==> config.mk <==
export PLATFORM = sky130hd
export DESIGN_NAME = ex_result_buffer
export DESIGN_NICKNAME = d
export VERILOG_FILES = /design/src/rtl/ex_result_buffer_pkg.sv /design/src/rtl/ex_result_buffer_br_resolve.sv /design/src/rtl/ex_result_buffer.sv
export SDC_FILE = /design/constraint.sdc
export NUM_CORES = 1
export LEC_CHECK = 0
export CAP_MARGIN = 5
export CORE_MARGIN = 1
export CORE_UTILIZATION = 45
export DETAILED_ROUTE_END_ITERATION = 12
export DONT_BUFFER_PORTS = 1
export PLACE_DENSITY_LB_ADDON = 0.08
export RECOVER_POWER = 50
export SLEW_MARGIN = 20
export SYNTH_ARGS = -nofsm -noshare
export SYNTH_HDL_FRONTEND = slang
export SYNTH_SLANG_ARGS = --single-unit
==> constraint.sdc <==
create_clock -name clk -period 3.71 [get_ports clk]
set_input_delay 0.5565 -clock clk [delete_from_list [all_inputs] [get_ports clk]]
set_output_delay 0.5565 -clock clk [all_outputs]
set_load 0.05 [all_outputs]
==> src/rtl/ex_result_buffer_pkg.sv <==
//------------------------------------------------------------------------------
// Module  : ex_result_buffer_pkg
// Brief   : Shared branch-condition encodings, entry record and branch helper.
// Revision: 1.0 - initial release
//------------------------------------------------------------------------------
`default_nettype none

package ex_result_buffer_pkg;

    localparam logic [2:0] c_brEq  = 3'b000;
    localparam logic [2:0] c_brNe  = 3'b001;
    localparam logic [2:0] c_brLt  = 3'b100;
    localparam logic [2:0] c_brGe  = 3'b101;
    localparam logic [2:0] c_brLtu = 3'b110;
    localparam logic [2:0] c_brGeu = 3'b111;

    typedef struct packed {
        logic [63:0] result;
        logic [4:0]  rd;
        logic        we;
        logic        taken_A;
        logic        taken_B;
    } entry_t;

    // One lane's branch decision; the reserved encodings 010/011 never take.
    function automatic logic evalCond(input logic [2:0] cond, input logic eq,
                                      input logic slt, input logic ult);
        logic taken;
        taken = 1'b0;
        case (cond)
            c_brEq:  taken = eq;
            c_brNe:  taken = !eq;
            c_brLt:  taken = slt;
            c_brGe:  taken = !slt;
            c_brLtu: taken = ult;
            c_brGeu: taken = !ult;
            default: taken = 1'b0;
        endcase
        return taken;
    endfunction

endpackage

`default_nettype wire

==> src/rtl/ex_result_buffer_br_resolve.sv <==
//------------------------------------------------------------------------------
// Module  : br_resolve
// Brief   : Combinational per-lane branch outcome evaluation at the push side.
// Revision: 1.0 - initial release
//------------------------------------------------------------------------------
`default_nettype none

module br_resolve
    import ex_result_buffer_pkg::*;
(
    input  logic       i_mode,
    input  logic       i_brEn,
    input  logic [2:0] i_brCond,
    input  logic       i_eqA,
    input  logic       i_sltA,
    input  logic       i_ultA,
    input  logic       i_eqB,
    input  logic       i_sltB,
    input  logic       i_ultB,
    output logic       o_takenA,
    output logic       o_takenB
);

    always_comb begin
        o_takenA = 1'b0;
        o_takenB = 1'b0;
        if (i_brEn) begin
            o_takenA = evalCond(i_brCond, i_eqA, i_sltA, i_ultA);
            // Lane B only exists in split mode.
            o_takenB = !i_mode && evalCond(i_brCond, i_eqB, i_sltB, i_ultB);
        end
    end

endmodule

`default_nettype wire

==> src/rtl/ex_result_buffer.sv <==
//------------------------------------------------------------------------------
// Module  : ex_result_buffer
// Brief   : DEPTH-entry FIFO of ALU results with branch outcomes resolved at push.
//           Optional macro EX_RESULT_FWD_EN adds a youngest-writer forward port.
// Revision: 1.0 - initial release
//------------------------------------------------------------------------------
`default_nettype none

module ex_result_buffer
    import ex_result_buffer_pkg::*;
#(
    parameter int DEPTH = 2
) (
    input  logic        clk,
    input  logic        rst,
    input  logic        in_valid,
    output logic        in_ready,
    input  logic [63:0] in_result,
    input  logic        in_mode,
    input  logic        in_eqA,
    input  logic        in_sltA,
    input  logic        in_ultA,
    input  logic        in_eqB,
    input  logic        in_sltB,
    input  logic        in_ultB,
    input  logic        in_br_en,
    input  logic [2:0]  in_br_cond,
    input  logic [4:0]  in_rd,
    input  logic        in_we,
    input  logic        flush,
    output logic        out_valid,
    input  logic        out_ready,
    output logic [63:0] out_result,
    output logic [4:0]  out_rd,
    output logic        out_we,
    output logic        out_br_taken_A,
    output logic        out_br_taken_B
`ifdef EX_RESULT_FWD_EN
    ,
    output logic        fwd_valid,
    output logic [4:0]  fwd_rd,
    output logic [63:0] fwd_data
`endif
);

    localparam int c_ptrW = $clog2(DEPTH);
    localparam int c_cntW = c_ptrW + 1;

    entry_t              r_mem [DEPTH];
    logic [c_ptrW-1:0]   r_wrPtr;
    logic [c_ptrW-1:0]   r_rdPtr;
    logic [c_cntW-1:0]   r_count;

    logic   w_takenA;
    logic   w_takenB;
    logic   w_push;
    logic   w_pop;
    entry_t w_entry;
    entry_t w_head;

    br_resolve u_brResolve (
        .i_mode   (in_mode),
        .i_brEn   (in_br_en),
        .i_brCond (in_br_cond),
        .i_eqA    (in_eqA),
        .i_sltA   (in_sltA),
        .i_ultA   (in_ultA),
        .i_eqB    (in_eqB),
        .i_sltB   (in_sltB),
        .i_ultB   (in_ultB),
        .o_takenA (w_takenA),
        .o_takenB (w_takenB)
    );

    // Handshakes depend only on stored count, never on the consumer's ready.
    assign in_ready  = !rst && (r_count < c_cntW'(DEPTH));
    assign out_valid = !rst && (r_count != '0);
    assign w_push    = in_valid && in_ready && !flush;
    assign w_pop     = out_valid && out_ready && !flush;

    always_comb begin
        w_entry         = '0;
        w_entry.result  = in_result;
        w_entry.rd      = in_rd;
        w_entry.we      = in_we;
        w_entry.taken_A = w_takenA;
        w_entry.taken_B = w_takenB;
    end

    always_ff @(posedge clk) begin
        if (rst) begin
            r_wrPtr <= '0;
            r_rdPtr <= '0;
            r_count <= '0;
            for (int i = 0; i < DEPTH; i++) begin
                r_mem[i] <= '0;
            end
        end else if (flush) begin
            r_wrPtr <= '0;
            r_rdPtr <= '0;
            r_count <= '0;
        end else begin
            if (w_push) begin
                r_mem[r_wrPtr] <= w_entry;
                r_wrPtr        <= r_wrPtr + 1'b1;
            end
            if (w_pop) begin
                r_rdPtr <= r_rdPtr + 1'b1;
            end
            if (w_push && !w_pop) begin
                r_count <= r_count + 1'b1;
            end else if (!w_push && w_pop) begin
                r_count <= r_count - 1'b1;
            end
        end
    end

    assign w_head         = r_mem[r_rdPtr];
    assign out_result     = out_valid ? w_head.result  : '0;
    assign out_rd         = out_valid ? w_head.rd      : '0;
    assign out_we         = out_valid ? w_head.we      : 1'b0;
    assign out_br_taken_A = out_valid ? w_head.taken_A : 1'b0;
    assign out_br_taken_B = out_valid ? w_head.taken_B : 1'b0;

`ifdef EX_RESULT_FWD_EN
    logic [c_ptrW-1:0] w_idx;

    // Walk oldest to youngest so the last matching writer wins.
    always_comb begin
        fwd_valid = 1'b0;
        fwd_rd    = '0;
        fwd_data  = '0;
        w_idx     = '0;
        for (int i = 0; i < DEPTH; i++) begin
            w_idx = r_rdPtr + c_ptrW'(i);
            if (!rst && (c_cntW'(i) < r_count) && r_mem[w_idx].we) begin
                fwd_valid = 1'b1;
                fwd_rd    = r_mem[w_idx].rd;
                fwd_data  = r_mem[w_idx].result;
            end
        end
    end
`endif

endmodule

`default_nettype wire
==> flow_summary.json, run 1 <==
{
  "status": "complete, but fails checks",
  "failed_checks": "DRC, capacitance limit, slew limit",
  "initial_utilization_pct": 46.33,
  "setup.reg_to_reg.worst_slack_ns": 0.67,
  "pre_antenna_drt_iters": 9,
  "max-clock-path-buffers": 2,
  "final_layout_size_suffix_gt1_share_pct": 14.26,
  "cts-resized-gates": 0,
  "final.setup_skew_ns": 0.005667,
  "synth.net_count": 601,
  "total_power_uw": 3797,
  "clock_insertion_delay_worst_skew_ns": 0.41,
  "synth_top_area_share_pct": 63.73,
  "core_area_um2": 14640,
  "detail_route.iter0.violations": 280,
  "floorplan.io_pins": 160,
  "netlist_instances": 514,
  "fmaxAchievable_mhz": 329.2,
  "detailedPlacementHpwl_mm": 8.673,
  "worst_setup_hold_path_clk_slew_ns": 0.06,
  "synthesized_area_per_cell_um2": 13.20,
  "timing.hold.worst.start": "flush",
  "worst-setup-path-type": "flip-flop to flip-flop",
  "min_path_cells": 1,
  "max_slew.worst_pin.slew_ns": 2.137,
  "global_route.overflow_total": 0,
  "timing.rr.end": "r_mem[0][32]$_SDFFCE_PN0P_",
  "critical_path.slowest_cell": "clkbuf_1",
  "postSynthRegisterBits": 149,
  "final.hold.worst_slack_ns": 0.2099,
  "route.vias.total": 3986,
  "crit_path_max_incr_delay_ns": 0.85,
  "timing.max_slew.rel_slack_pct": -42.45,
  "timing.critical_path.max_delay_family": "simple AND/OR/NAND/NOR gates",
  "fin_cells": 738,
  "crit_chain": "nor4b_4 > clkbuf_1 > and2b_2 > or2_4 > buf_12",
  "cts.htree.levels": 4,
  "first_global_vias": 4264,
  "worst-endpoint-required_ns": 3.82,
  "fin_setup_tns_ns": 0,
  "post_synth_instance_area_um2": 6785,
  "die-height_um": 124.8,
  "yosysTopAreaCell": "edfxtp_1",
  "fillerInstances": 1232,
  "final.min_clock_period_ns": 3.038,
  "timing.critical_path.to_type": "flip-flop",
  "cts_tree": "done",
  "grt_antenna_before_repair": 0,
  "power.ir.vdd_worst_mv": 0.2896,
  "totalWireLength_mm": 14.56,
  "finalHoldViolCount": 0,
  "placed_cells": 706,
  "timing.hold.worst.class": "primary input to flip-flop",
  "track_usage_pct": 19.89,
  "io_buffer_count": 0,
  "multiInputGateArea_um2": 2190,
  "die_width_um": 124.8,
  "ys_warn_count": 0,
  "synthTopCellsByArea": "edfxtp_1 64%, mux2i_1 11%, and2_1 6.5%, and3_1 6.5%, nor2_1 4.0%",
  "yosysSeqAreaShare_pct": 65.20,
  "cts_post_setup_buffers_inserted": 0,
  "reg2reg_from": "r_count[1]$_SDFFE_PP0P_",
  "power_density_nw_per_um2": 486.9,
  "avgViaCountPerCell": 5.401,
  "avgRoutedWirePerCell_um": 19.72,
  "post_cts_hold_buffer_count": 0,
  "final_max_slew_viol_count": 52,
  "clock_tree.root_cell": "clkbuf_16",
  "r2r.worst_path.cells": 5,
  "unrepaired_setup_endpoints_after_global_routing": "false",
  "nNetsFinal": 628,
  "routabilityCongestion": 0.7193,
  "grt_first_pass_wirelength_mm": 23.29,
  "route.antenna.remaining_nets": 0,
  "syn_to_final_growth_pct": 14.94,
  "diodes": 0,
  "p_leak_uw": 0.003018,
  "drt_drc_violations_left": 18,
  "crit_arrival_ns": 3.14,
  "timing.critical_path.fanout_max": 42,
  "final_common_cell": "edfxtp_1",
  "area.sequential_um2": 4428,
  "cp_num_buf_inv": 2,
  "yosysUniqueCellTypes": 33,
  "commonest_non_fill_non_tap_cells_in_the_layout": "144 x edfxtp_1, 76 x mux2i_1, 73 x nor2_1",
  "layout_worst_path_cycle_share_pct": 81.87,
  "die_area_um2": 15570,
  "report.final.setup_viol": 0,
  "max_cap_violations": 1,
  "cts_num_sinks": 149,
  "number_of_clock_buffers_inserted_by_tritoncts": 17,
  "grt_start_max_net_pins": 73,
  "worst_setup_start_kind": "flip-flop",
  "row_cnt": 44
}
## power breakdown
part / switching [uW] / internal [uW] / total [uW]
registers: 28.0 / 1930 / 1960
clock network: 616 / 1010 / 1630
logic: 147 / 64.7 / 212
## state kept, by name, indices dropped and copies added (netlist names), named ones only
signal	cells
r_wrPtr	1
r_rdPtr	1
r_count	2
r_mem	144
## metal layers
layer,track usage [%],wire [um],vias to the layer above
li1,-,-,1891
met1,24.65,6288,1960
met2,32.35,7000,115
met3,6.357,1016,20
met4,7.771,251,0
met5,0,0,-
## how the worst max path moves through the flow
stage / start / to / slack (ns) / depth (start not counted)
after global placement: rst / out_result[32] / 1.13 / 3
after floorplan: flush / r_mem[1][0]$_SDFFCE_PN0P_ / 0.38 / 4
after detailed placement: rst / out_result[44] / 1.12 / 3
after global routing: r_count[1]$_SDFFE_PP0P_ / r_mem[0][35]$_SDFFCE_PN0P_ / 0.44 / 5
final: r_count[1]$_SDFFE_PP0P_ / r_mem[0][32]$_SDFFCE_PN0P_ / 0.67 / 5
after CTS: r_count[1]$_SDFFE_PP0P_ / out_result[44] / 0.77 / 3
## cells by family (layout without fill, tap and decap cells)
family                     Yosys count  in the layout  synth area share (%)
and+or+nand+nor                    232            232                 19.03
DFF                                149            149                 65.20
muxes                               76             76                 11.21
buffers and inverters               42             82                 2.858
AOI/OAI and AO/OA                    8              8                0.7376
xor gates and xnor gates             6              6                0.7745
adders and majority gates            1              1                0.1844
## cells in the mapped netlist
library cell and count:
a211oi_1 1, a21boi_0 2, a21oi_1 2, and2_1 70, and2b_1 1, and3_1 70
and3b_1 1, and4b_1 1, buf_2 15, buf_6 1, clkbuf_1 17, clkbuf_2 8
dfxtp_1 5, edfxtp_1 144, ha_1 1, inv_1 1, mux2i_1 76, nand2_1 2
nand2b_1 1, nand4_1 1, nor2_1 73, nor2b_1 1, nor3_1 4, nor3b_1 1
nor4b_1 1, nor4b_4 1, nor4bb_1 1, o21ai_0 2, o21bai_1 1, or2_2 1
or3_1 2, xnor2_1 1, xor2_1 5
## through the flow
step	utilization, %	setup slack [ns]	area (um^2)
2_1_floorplan	-	0.3812	6785
5_1_grt	53.26	0.4362	7799
6_report	53.26	0.6725	7799
3_5_place_dp	49.48	1.119	7246
3_3_place_gp	49.48	1.135	7246
4_1_cts	53.32	0.7708	7807
## final cells by class
type	count	share of cell area, %
clock buffer	28	6.626
clock inverter	4	0.5776
inverter	1	0.04813
multi-input combinational	323	28.08
sequential	149	56.78
tap	184	2.952
timing repair buffer	49	4.941
Note: power is estimated with default switching activity, not from simulation.
==> run 2, diff against run 1 <==
Clock period 3.71 ns to 3.1 ns, I/O delays scaled along.
==> run 2 against run 1 <==
  * The run ends with DRC left
  * Global-route usage is essentially flat
  * Flip-flop and latch count is the same
  * Total power grew 19%
  * Largest power group unchanged
  * Highest routed layer unchanged
  * Combinational power grew 26%
  * Critical path depth shrank 2
  * Die area is the same
  * Largest cell class unchanged
  * First-iteration DRC count shrank 6.8%
  * Register-to-register slack lost 0.04 ns
  * Cell area grew 3.4%
==> flow_summary.json, run 2 (synthesis results as in run 1) <==
{
  "die_area_um2": 15570,
  "row_cnt": 44,
  "worst_setup_hold_path_clk_slew_ns": 0.06,
  "worstSetupStartpoint": "r_count[1]$_SDFFE_PP0P_",
  "route.vias.total": 4124,
  "setup.worst_path.end": "r_mem[1][45]$_SDFFCE_PN0P_",
  "route.antenna.remaining_nets": 0,
  "reg2reg_from": "r_count[1]$_SDFFE_PP0P_",
  "failed_checks": "DRC",
  "nNetsFinal": 665,
  "timing.hold.worst.class": "primary input to flip-flop",
  "clock_power_share_pct": 42.4,
  "avgRoutedWirePerCell_um": 19.05,
  "largest_regs": "r_mem (144), r_count (2)",
  "first_global_vias": 4245,
  "largest_register_ffs": 144,
  "cts_tree": "done",
  "cts_num_sinks": 149,
  "finalHoldViolCount": 0,
  "status": "complete, but fails checks",
  "critical_path.slowest_cell": "clkbuf_2",
  "area.sequential_um2": 4429,
  "floorplan.io_pins": 160,
  "avgViaCountPerCell": 5.321,
  "die-height_um": 124.8,
  "totalWireLength_mm": 14.76,
  "seq_power_share_pct": 51.7,
  "cts.htree.levels": 4,
  "final_max_slew_viol_count": 0,
  "final.hold.worst_slack_ns": 0.1203,
  "p_sw_uw": 964.7,
  "routabilityCongestion": 0.7506,
  "p_leak_uw": 0.003196,
  "final.min_clock_period_ns": 2.466,
  "syn_to_final_growth_pct": 18.83,
  "fin_setup_tns_ns": 0,
  "unrepaired_setup_endpoints_after_global_routing": "false",
  "crit_path_max_incr_delay_ns": 0.94,
  "postLayoutCellArea_um2": 8063,
  "placement.cell_area_um2": 7536,
  "setup.reg_to_reg.worst_slack_ns": 0.63,
  "max_slew.worst_pin.slew_ns": 1.078,
  "power.ir.vdd_worst_mv": 0.3350,
  "worst-setup-path-type": "flip-flop to flip-flop",
  "diodes": 0,
  "timing.max_slew.rel_slack_pct": 28.12,
  "max-clock-path-buffers": 2,
  "grt_first_pass_wirelength_mm": 23.03,
  "io_buffer_count": 0,
  "track_usage_pct": 19.88,
  "grt_start_max_net_pins": 73,
  "r2r.worst_path.cells": 3,
  "post_cts_hold_buffer_count": 0,
  "commonest_non_fill_non_tap_cells_in_the_layout": "144 x edfxtp_1, 81 x buf_4, 76 x mux2i_1",
  "multiInputGateArea_um2": 2175,
  "cts_post_setup_buffers_inserted": 0,
  "clock_insertion_delay_worst_skew_ns": 0.41,
  "detailedPlacementHpwl_mm": 8.994,
  "final_common_cell": "edfxtp_1",
  "timing.critical_path.to_type": "flip-flop",
  "number_of_clock_buffers_inserted_by_tritoncts": 17,
  "netSwitchingFraction_pct": 21.32,
  "layout_worst_path_cycle_share_pct": 79.55,
  "share_of_power_burned_in_combinational_logic_pct": 5.9,
  "drt_drc_violations_left": 18,
  "power_density_nw_per_um2": 561.3,
  "report.final.setup_viol": 0,
  "timing.critical_path.fanout_max": 56,
  "timing.rr.end": "r_mem[1][45]$_SDFFCE_PN0P_",
  "pre_antenna_drt_iters": 8,
  "initial_utilization_pct": 46.33,
  "grt_antenna_before_repair": 0,
  "cts-resized-gates": 0,
  "register_with_the_highest_flop_count": "r_mem",
  "worst-endpoint-required_ns": 3.37,
  "global_route.overflow_total": 0,
  "crit_arrival_ns": 2.74,
  "final_layout_size_suffix_gt1_share_pct": 19.80,
  "die_width_um": 124.8,
  "worst_setup_start_kind": "flip-flop",
  "clock_tree.root_cell": "clkbuf_16",
  "fillerInstances": 1231,
  "final.setup_skew_ns": 0.004976,
  "fmaxAchievable_mhz": 405.5,
  "detail_route.iter0.violations": 261,
  "core_area_um2": 14640,
  "max_cap_violations": 0,
  "crit_chain": "nor4b_1 > clkbuf_2 > and3_1",
  "cellInternalPower_uw": 3561
}
[run 2: area by class of cell]
cell class	count	area share, %
Timing Repair Buffer	86	8.395
Multi-Input combinational cell	323	26.97
Clock buffer	19	5.369
Clock inverter	13	1.428
Sequential cell	149	54.93
Tap cell	184	2.855
Inverter	1	0.04655
[run 2: power groups by stage]
stage	Clock, uW	Sequential [uW]	Combinational, uW
after floorplan	0	2370	200
after global placement	0	2380	270
after detailed placement	0	2380	275
after CTS	1960	2340	276
after global routing	2050	2350	294
final	1920	2340	268
[run 2: routing by layer]
metal / global-route usage, % / vias to the layer above / part of all wire, %
met3: 7.002 / 16 / 8.6
met1: 23.30 / 2017 / 39
met2: 33.54 / 123 / 51
met4: 7.407 / 0 / 1.4
li1: - / 1968 / -
met5: 0 / - / 0
[run 2: how the worst min path moves through the flow]
stage	from	to	slack, ns	cells after the start
3_5_place_dp	r_rdPtr$_SDFFE_PP0P_	r_rdPtr$_SDFFE_PP0P_	0.54	2
2_1_floorplan	r_rdPtr$_SDFFE_PP0P_	flip-flop	0.52	2
6_report	flush	r_rdPtr$_SDFFE_PP0P_	0.12	1
5_1_grt	flush	r_rdPtr$_SDFFE_PP0P_	0.1	1
4_1_cts	flush	r_rdPtr$_SDFFE_PP0P_	0.1	1
3_3_place_gp	flush	r_count[1]$_SDFFE_PP0P_	0.54	1
[run 2: through the flow]
stage / instances / setup WS [ns] / total power, uW / utilization, %
floorplan: 514 / 0.4911 / 2575 / -
global placement: 743 / 0.9955 / 2649 / 51.46
detailed placement: 743 / 0.9725 / 2658 / 51.46
CTS: 775 / 0.6380 / 4573 / 55.20
global route: 775 / 0.4553 / 4688 / 55.06
finish: 775 / 0.6338 / 4526 / 55.06
[run 2: critical path, delay by kind of cell (launching register included)]
kind,cells,cell delay [ns]
buffers and inverters,1,0.94
flip-flops,1,0.37
AND/OR/NAND/NOR,2,0.99
==> run 3, diff against run 2 <==
Clock period 3.1 ns to 2.06 ns, I/O delays scaled along.
==> run 3 against run 2 <==
  * The run still ends with DRC left
  * Die area stayed put
  * Register-to-register slack worse by 0.47 ns
  * Sequential share of layout area is 3.0 points lower
  * Cell count is 1.8% higher
  * Critical path type is now flip-flop to output pin
  * Largest power group unchanged
  * Highest routed layer unchanged
==> flow_summary.json, run 3 (synthesis results as in run 1) <==
{
  "status": "complete, but fails checks",
  "failed_checks": "DRC",
  "final_max_slew_viol_count": 0,
  "grt_first_pass_wirelength_mm": 23.44,
  "commonest_non_fill_non_tap_cells_in_the_layout": "144 x edfxtp_1, 76 x mux2i_1, 73 x nor2_1",
  "die_width_um": 124.8,
  "reg2reg_from": "r_count[1]$_SDFFE_PP0P_",
  "core_area_um2": 14640,
  "detailedPlacementHpwl_mm": 9.281,
  "die_area_um2": 15570,
  "timing.critical_path.to_type": "output pin",
  "p_leak_uw": 0.003378,
  "finalHoldViolCount": 0,
  "detail_route.iter0.violations": 263,
  "grtUsageMet3_pct": 8.119,
  "die-height_um": 124.8,
  "final.min_clock_period_ns": 2.014,
  "worst-setup-path-type": "flip-flop to output pin",
  "cts_num_sinks": 149,
  "clock_tree.root_cell": "clkbuf_16",
  "worst_setup_start_kind": "flip-flop",
  "power.ir.vdd_worst_mv": 0.5427,
  "timing.hold.worst.class": "primary input to flip-flop",
  "setup.worst_path.end": "out_result[37]",
  "post-place-ws_ns": 0.08434,
  "final.hold.worst_slack_ns": 0.07830,
  "total_power_uw": 7206,
  "globalRouteMet2Util_pct": 32.98,
  "fmaxAchievable_mhz": 496.5,
  "avgViaCountPerCell": 5.399,
  "worstSetupStartpoint": "r_count[1]$_SDFFE_PP0P_",
  "r2r.worst_path.cells": 5,
  "cts_tree": "done",
  "global_route.peak_usage_layer": "met2",
  "timing.max_slew.rel_slack_pct": 57.08,
  "largest_regs": "r_mem (144), r_count (2)",
  "nNetsFinal": 679,
  "timing.rr.end": "r_count[1]$_SDFFE_PP0P_",
  "clock_insertion_delay_worst_skew_ns": 0.43,
  "setup_slack_ns": 0.04583,
  "global_route.overflow_total": 0,
  "initial_utilization_pct": 46.33,
  "timing.critical_path.fanout_max": 24,
  "syn_to_final_growth_pct": 25.82,
  "met1_track_demand_over_resource_in_global_routing_pct": 23.59,
  "pre_antenna_drt_iters": 8,
  "floorplan.io_pins": 160,
  "row_cnt": 44,
  "totalWireLength_mm": 15.59,
  "setup.reg_to_reg.worst_slack_ns": 0.16,
  "final.setup_skew_ns": 0.006931,
  "final_common_cell": "edfxtp_1",
  "avgRoutedWirePerCell_um": 19.76,
  "routabilityCongestion": 0.7161,
  "report.final.setup_viol": 0,
  "worst-endpoint-required_ns": 1.75,
  "number_of_clock_buffers_inserted_by_tritoncts": 17,
  "worst_setup_hold_path_clk_slew_ns": 0.06,
  "route.antenna.remaining_nets": 0,
  "grt_start_max_net_pins": 73,
  "cts.htree.levels": 4,
  "register_with_the_highest_flop_count": "r_mem",
  "power_density_nw_per_um2": 844.1,
  "largest_register_ffs": 144,
  "max-clock-path-buffers": 2,
  "final_layout_size_suffix_gt1_share_pct": 22.31,
  "drt_drc_violations_left": 14,
  "diodes": 0,
  "first_global_vias": 4279,
  "route.vias.total": 4260,
  "layout_worst_path_cycle_share_pct": 97.78,
  "layout.core_utilization_pct": 58.30,
  "io_buffer_count": 0,
  "unrepaired_setup_endpoints_after_global_routing": "true",
  "max_cap_violations": 0,
  "crit_arrival_ns": 1.71,
  "track_usage_pct": 20.23,
  "fin_setup_tns_ns": 0,
  "max_slew.worst_pin.slew_ns": 0.6438,
  "grt_antenna_before_repair": 0
}
==> run 3: how the worst min path moves through the flow <==
stage	start	to	slack, ns	cells after the start
floorplan	in_result[2]	r_mem[0][10]$_SDFFCE_PN0P_	0.51	1
global placement	flush	r_count[1]$_SDFFE_PP0P_	0.39	1
detailed placement	flush	flip-flop	0.38	1
CTS	in_result[60]	r_mem[0][68]$_SDFFCE_PN0P_	0.06	1
global route	in_result[8]	r_mem[0][16]$_SDFFCE_PN0P_	0.06	1
finish	in_result[24]	r_mem[0][32]$_SDFFCE_PN0P_	0.08	1
==> run 3: metal layers <==
| metal | vias up | wire (um) | share of wire [%] |
|---|---|---|---|
| li1 | 2002 | - | - |
| met3 | 24 | 1355 | 8.7 |
| met4 | 0 | 303 | 1.9 |
| met5 | - | 0 | 0 |
| met1 | 2084 | 6318 | 41 |
| met2 | 150 | 7615 | 49 |
==> run 3: cell type report <==
type                    count  area, um^2
inverters                   1       3.754
clock buffers              17       425.4
flip-flops and latches    149        4432
fillers                  1224        6107
well taps                 184       230.2
multi-input cells         323        2190
clock inverters            15       186.4
repair buffers            100        1070
==> run 3: stage by stage <==
stage          area [um^2]  instances
2_1_floorplan         6804        514
3_3_place_gp          7676        750
3_5_place_dp          7676        750
4_1_cts               8346        788
5_1_grt               8537        789
6_report              8537        789
==> run 3: report_power, final <==
| part | internal [uW] | leakage, uW | switching [uW] |
|---|---|---|---|
| sequential | 3480 | 0.00154 | 41.3 |
| clock | 2010 | 0.000300 | 1220 |
| combinational | 163 | 0.00154 | 292 |
==> run 3: worst max-delay path, cell delays in order, from the launching register on <==
cell	delay, ns
dfxtp_2	0.35
buf_4	0.15
o21bai_4	0.25
clkbuf_16	0.27
nor2_1	0.06
buf_4	0.18
==> run 3: repair_timing <==
item,in CTS,in global routing
setup endpoints to repair,39,50
hold buffers,3,0
gates cloned,0,1
resized for setup,2,51
endpoints found under the hold margin,5,0
buffers inserted,3,0
